### config.mk
export PLATFORM = sky130hd
export DESIGN_NAME = package_framer_ctrl
export DESIGN_NICKNAME = d
export VERILOG_FILES = /design/src/rtl/package_framer_ctrl.sv
export SDC_FILE = /design/constraint.sdc
export NUM_CORES = 1
export LEC_CHECK = 0
export BUFFER_PORTS_ARGS = -buffer_cell sky130_fd_sc_hd__buf_2
export CAP_MARGIN = 40
export CELL_PAD_IN_SITES_DETAIL_PLACEMENT = 0
export CELL_PAD_IN_SITES_GLOBAL_PLACEMENT = 1
export CORE_MARGIN = 8
export CORE_UTILIZATION = 44
export CTS_CLUSTER_DIAMETER = 30
export DETAILED_ROUTE_END_ITERATION = 12
export HOLD_SLACK_MARGIN = 0.12
export PLACE_DENSITY_LB_ADDON = 0.1
export SYNTH_ARGS = -nofsm -noshare
export SYNTH_HDL_FRONTEND = slang
export SYNTH_SLANG_ARGS = --single-unit
### constraint.sdc
create_clock -name clk -period 3.78 [get_ports clk]
set_input_delay 0.189 -clock clk [delete_from_list [all_inputs] [get_ports clk]]
set_output_delay 0.189 -clock clk [all_outputs]
set_load 0.1 [all_outputs]
### src/rtl/package_framer_ctrl.sv
// Package framer: pops response-FIFO bytes, validates package framing and packs PACKAGE_NUM payloads into one window word.
// Optional checksum checking is enabled by defining PACKAGE_FRAMER_CHKSUM_EN.
module package_framer_ctrl #(
  parameter int                    DATA_WIDTH   = 8,
  parameter int                    PACKAGE_SIZE = 11,
  parameter int                    PACKAGE_NUM  = 4,
  parameter logic [DATA_WIDTH-1:0] START_BYTE   = 8'h55,
  parameter logic [DATA_WIDTH-1:0] FUNC_BASE    = 8'h51,
  parameter int                    WINDOW_WIDTH = 256,
  parameter int                    CNT_WIDTH    = 16
) (
  input  logic                    clk,
  input  logic                    rst_n,
  input  logic                    fifo_empty,
  output logic                    fifo_r_en,
  input  logic [DATA_WIDTH-1:0]   fifo_data_o,
  input  logic                    fifo_data_o_vld,
  output logic [WINDOW_WIDTH-1:0] win_data_o,
  output logic                    win_wen_o,
  output logic [CNT_WIDTH-1:0]    frame_cnt_o,
  output logic [7:0]              func_err_cnt_o,
  output logic [7:0]              chk_err_cnt_o,
  output logic                    busy_o
);

  localparam int BIDX_W = $clog2(PACKAGE_SIZE);
  localparam int PIDX_W = $clog2(PACKAGE_NUM + 1);
  localparam logic [BIDX_W-1:0] BIDX_LAST = BIDX_W'(PACKAGE_SIZE - 4);
  localparam logic [PIDX_W-1:0] PIDX_LAST = PIDX_W'(PACKAGE_NUM - 1);

  localparam logic [2:0] S_HUNT    = 3'd0;
  localparam logic [2:0] S_FUNC    = 3'd1;
  localparam logic [2:0] S_PAYLOAD = 3'd2;
  localparam logic [2:0] S_CHECK   = 3'd3;
  localparam logic [2:0] S_EMIT    = 3'd4;

  logic [2:0]              state;
  logic [PIDX_W-1:0]       pkg_idx;
  logic [BIDX_W-1:0]       byte_idx;
  logic                    rd_pend;
  logic [WINDOW_WIDTH-1:0] shreg;
  logic [DATA_WIDTH-1:0]   func_exp;
  logic                    chk_ok;
  logic                    going_emit;
  logic                    issue;

  assign func_exp   = FUNC_BASE + DATA_WIDTH'(pkg_idx);
  assign going_emit = fifo_data_o_vld && (state == S_CHECK) && chk_ok && (pkg_idx == PIDX_LAST);
  // A pop may be issued on the same edge the previous byte lands, giving 1 byte per 2 cycles;
  // suppressing it on the final checksum keeps the EMIT cycle free of pops.
  assign issue  = !fifo_empty && (!rd_pend || fifo_data_o_vld) && (state != S_EMIT) && !going_emit;
  assign busy_o = (state != S_HUNT) || (pkg_idx != '0);

`ifdef PACKAGE_FRAMER_CHKSUM_EN
  logic [DATA_WIDTH-1:0] sum;

  assign chk_ok = (fifo_data_o == sum);

  always_ff @(posedge clk) begin
    if (!rst_n) begin
      sum           <= '0;
      chk_err_cnt_o <= '0;
    end else if (fifo_data_o_vld) begin
      // sum is only meaningful from the start byte onward; HUNT reloads it
      sum <= (state == S_HUNT) ? fifo_data_o : sum + fifo_data_o;
      if ((state == S_CHECK) && !chk_ok && (chk_err_cnt_o != 8'hFF))
        chk_err_cnt_o <= chk_err_cnt_o + 1'b1;
    end
  end
`else
  assign chk_ok        = 1'b1;
  assign chk_err_cnt_o = '0;
`endif

  always_ff @(posedge clk) begin
    if (!rst_n) begin
      state          <= S_HUNT;
      pkg_idx        <= '0;
      byte_idx       <= '0;
      rd_pend        <= 1'b0;
      fifo_r_en      <= 1'b0;
      shreg          <= '0;
      win_data_o     <= '0;
      win_wen_o      <= 1'b0;
      frame_cnt_o    <= '0;
      func_err_cnt_o <= '0;
    end else begin
      win_wen_o <= 1'b0;
      fifo_r_en <= issue;
      if (issue)
        rd_pend <= 1'b1;
      else if (fifo_data_o_vld)
        rd_pend <= 1'b0;

      case (state)
        S_HUNT: begin
          if (fifo_data_o_vld && (fifo_data_o == START_BYTE))
            state <= S_FUNC;
        end
        S_FUNC: begin
          if (fifo_data_o_vld) begin
            if (fifo_data_o == func_exp) begin
              byte_idx <= '0;
              state    <= S_PAYLOAD;
            end else begin
              if (func_err_cnt_o != 8'hFF)
                func_err_cnt_o <= func_err_cnt_o + 1'b1;
              pkg_idx <= '0;
              state   <= S_HUNT;
            end
          end
        end
        S_PAYLOAD: begin
          if (fifo_data_o_vld) begin
            shreg    <= {shreg[WINDOW_WIDTH-DATA_WIDTH-1:0], fifo_data_o};
            byte_idx <= byte_idx + 1'b1;
            if (byte_idx == BIDX_LAST)
              state <= S_CHECK;
          end
        end
        S_CHECK: begin
          if (fifo_data_o_vld) begin
            if (chk_ok) begin
              if (pkg_idx == PIDX_LAST) begin
                // The word is launched here so the strobe lands in the cycle after the checksum byte.
                win_data_o  <= shreg;
                win_wen_o   <= 1'b1;
                frame_cnt_o <= frame_cnt_o + 1'b1;
                pkg_idx     <= '0;
                state       <= S_EMIT;
              end else begin
                pkg_idx <= pkg_idx + 1'b1;
                state   <= S_HUNT;
              end
            end else begin
              pkg_idx <= '0;
              state   <= S_HUNT;
            end
          end
        end
        S_EMIT: begin
          state <= S_HUNT;
        end
        default: begin
          state   <= S_HUNT;
          pkg_idx <= '0;
        end
      endcase
    end
  end

endmodule

==> metrics <==
Die Y 226 um; Fmax 399 MHz; Clock Latency Late Sink 0.63 ns; routability cong. 0.802; Psw 0.00337 W; final setup fails 0; number of flops mapped to enable cells by yosys 0; Max Slew Vio Count 0; final hold vios 0; post-synthesis sequential area ratio 0.567; Filler cells 3,965; core footprint 43,800 um^2; most common cell after layout, fill and taps aside nand2_1; Yosys cell types 51; layout cells sized above 1 0.194; Hold Path Class input pin to register; die footprint 51,100 um^2; Row Count 77; synth warn 0; status finished clean; FF+latch count, synth 549; Max FO, Critical Path 149; via count 17,000; routed len/inst 16.1 um; WL final 55.1 mm; Synth area leaders dfxtp_1 (57%), nand2_1 (20%), a21oi_1 (13%); ys flop type dfxtp_1; nets@finish 2,739; Reg clk slew, reported paths 0.05 ns; Post-Syn Area 19,400 um^2; Max VDD drop 0.467 mV; Synth top area share 0.567; unrepaired setup endpoints after global routing false; register share of total power 0.335; LEAKAGE 9.87 nW; setup bufs post-CTS 0; cell breakdown of the critical path nand2b_1 > nor3b_4 > buf_12 > nand2_1 > a21oi_1; DR DRC count 0; Final period util 0.663; crit path buf inv count 1; Max Cap Viol 0; Syn Area/Cell 7.93 um^2; Pint 0.0140 W; dpl cell area 21,300 um^2; post-CTS resize count 0; total congestion overflow 0; Crit path largest cell delay 0.71 ns; relative slew slack 0.401; first-pass GRT wire length 87.3 mm; cell taking the most area after synthesis dfxtp_1; IO Count 303; Pwr Density 671 nW/um^2; Register Area 11,000 um^2; initial DRC count 1,183; CP max-delay cell dfxtp_1; multi-input logic area 7560 um^2; I/O Buffers 294; effective utilization at floorplan 0.443; Post-DRT Antenna Nets 0; Hold Buf Count CTS 11; die width 226 um; TritonRoute pass-1 iters 7; post-route cell area 25,800 um^2; actual slew at the worst max-slew pin 0.892 ns; Area growth, synth to finish 33.2%; Root Driver clkbuf_16; CP Data Arrival Time 3.06 ns; final setup TNS 0 ns; CP Capture Type register; fin crit period 2.51 ns; CTS tree yes; Post-synth ARST share 0; Num CTS Buffers 118; critical path's top delay family simple AND/OR/NAND/NOR gates; clock skew 0.0184 ns; clock share of power 0.655; All-Layer GR Usage 0.209; Syn Inst Count 2,445; CTS H-tree lvls 3; Max Buffers Root-to-Sink 3; critical path startpoint category register; Critical Path RT 4.33 ns; antenna fix cells 0; Comb pwr share 0.010; CTS sink count 549; post-DR vias/cell 4.99; number of global-route vias before repair 16,500; Sw Share 0.195; most frequent cells in the layout nand2_1 (1,042), dfxtp_1 (549), a21oi_1 (520); Worst Path Class, Setup register to register; largest net degree at the start of global routing 178; antenna violations before repair 0; DP Wirelength 34.7 mm
==> sequential cells by signal, indices dropped and copies added (netlist names) <==
register        cells
byte_idx            4
fifo_r_en           1
frame_cnt_o        16
func_err_cnt_o      8
pkg_idx             3
rd_pend             1
shreg             256
state               3
win_data_o        256
win_wen_o           1
==> cells in the mapped netlist, drive strengths merged, types with 3 or more instances <==
| cell | count |
|---|---|
| a211oi | 4 |
| a21o | 5 |
| a21oi | 521 |
| and3 | 6 |
| buf | 109 |
| clkbuf | 76 |
| dfxtp | 549 |
| ha | 7 |
| inv | 11 |
| nand2 | 1042 |
| nand3 | 18 |
| nand3b | 4 |
| nand4 | 3 |
| nor2 | 27 |
| nor2b | 4 |
| nor3 | 4 |
| nor4 | 3 |
| o21ai | 4 |
| xnor2 | 8 |
| xor2 | 13 |
==> power groups by stage <==
stage / sequential, W / combinational [W] / clock, W
final: 0.00581 / 0.000178 / 0.0114
after detailed placement: 0.00592 / 0.000170 / 0
after CTS: 0.00581 / 0.000178 / 0.0115
after global placement: 0.00592 / 0.000166 / 0
after floorplan: 0.00592 / 0.000129 / 0
after global routing: 0.00580 / 0.000190 / 0.0118
==> cell families after synthesis <==
logic type | share of synthesized area
buffers and inverters | 0.0462
other | 0.000193
flip-flops | 0.567
AO/OA/AOI/OAI | 0.145
AND/OR/NAND/NOR | 0.227
XOR/XNOR | 0.00948
adder cells (fa/ha/maj) | 0.00451
multiplexers | 0.00110
==> worst paths after layout <==
| path | startpoint | slack (ns) | cells past startpoint | to |
|---|---|---|---|---|
| worst max-delay path | state[1] | 1.27 | 5 | shreg[72] |
| worst min-delay path | fifo_data_o[4] | 0.38 | 4 | shreg[4] |
| worst max register to register | state[1] | 1.27 | 5 | shreg[72] |
| worst min register to register | win_data_o[15] | 0.45 | 2 | win_data_o[15] |
==> per-stage QoR <==
stage | hold WS [ns] | std cells | util | power [W] | setup WS (ns)
finish | 0.379 | 3412 | 0.589 | 0.0173 | 1.27
global route | 0.385 | 3412 | 0.589 | 0.0178 | 1.19
CTS | 0.345 | 3411 | 0.589 | 0.0175 | 1.31
detailed placement | 0.443 | 3180 | 0.485 | 0.00609 | 1.35
global placement | 0.440 | 3177 | 0.483 | 0.00608 | 1.30
floorplan | 0.325 | 2452 | - | 0.00605 | 1.44
==> routing by layer <==
| metal | global-route usage | vias up | share of wire |
|---|---|---|---|
| li1 | - | 8482 | - |
| met1 | 0.265 | 8083 | 0.44 |
| met2 | 0.344 | 395 | 0.48 |
| met3 | 0.0516 | 61 | 0.062 |
| met4 | 0.0700 | 0 | 0.016 |
| met5 | 0 | - | 0 |
==> worst reg2reg max path, cell delays in order (launching register included) <==
cell	delay (ns)
dfxtp_1	0.71
nand2b_1	0.24
nor3b_4	0.42
buf_12	0.50
nand2_1	0.41
a21oi_1	0.15
==> final cells by class <==
| cell class | instances | area share |
|---|---|---|
| multi-input cells | 1707 | 0.293 |
| well taps | 592 | 0.0287 |
| repair buffers | 333 | 0.0786 |
| clock buffers | 144 | 0.127 |
| inverters | 11 | 0.00189 |
| flip-flops and latches | 549 | 0.425 |
| clock inverters | 76 | 0.0462 |
(Power assumes the default switching activity.)
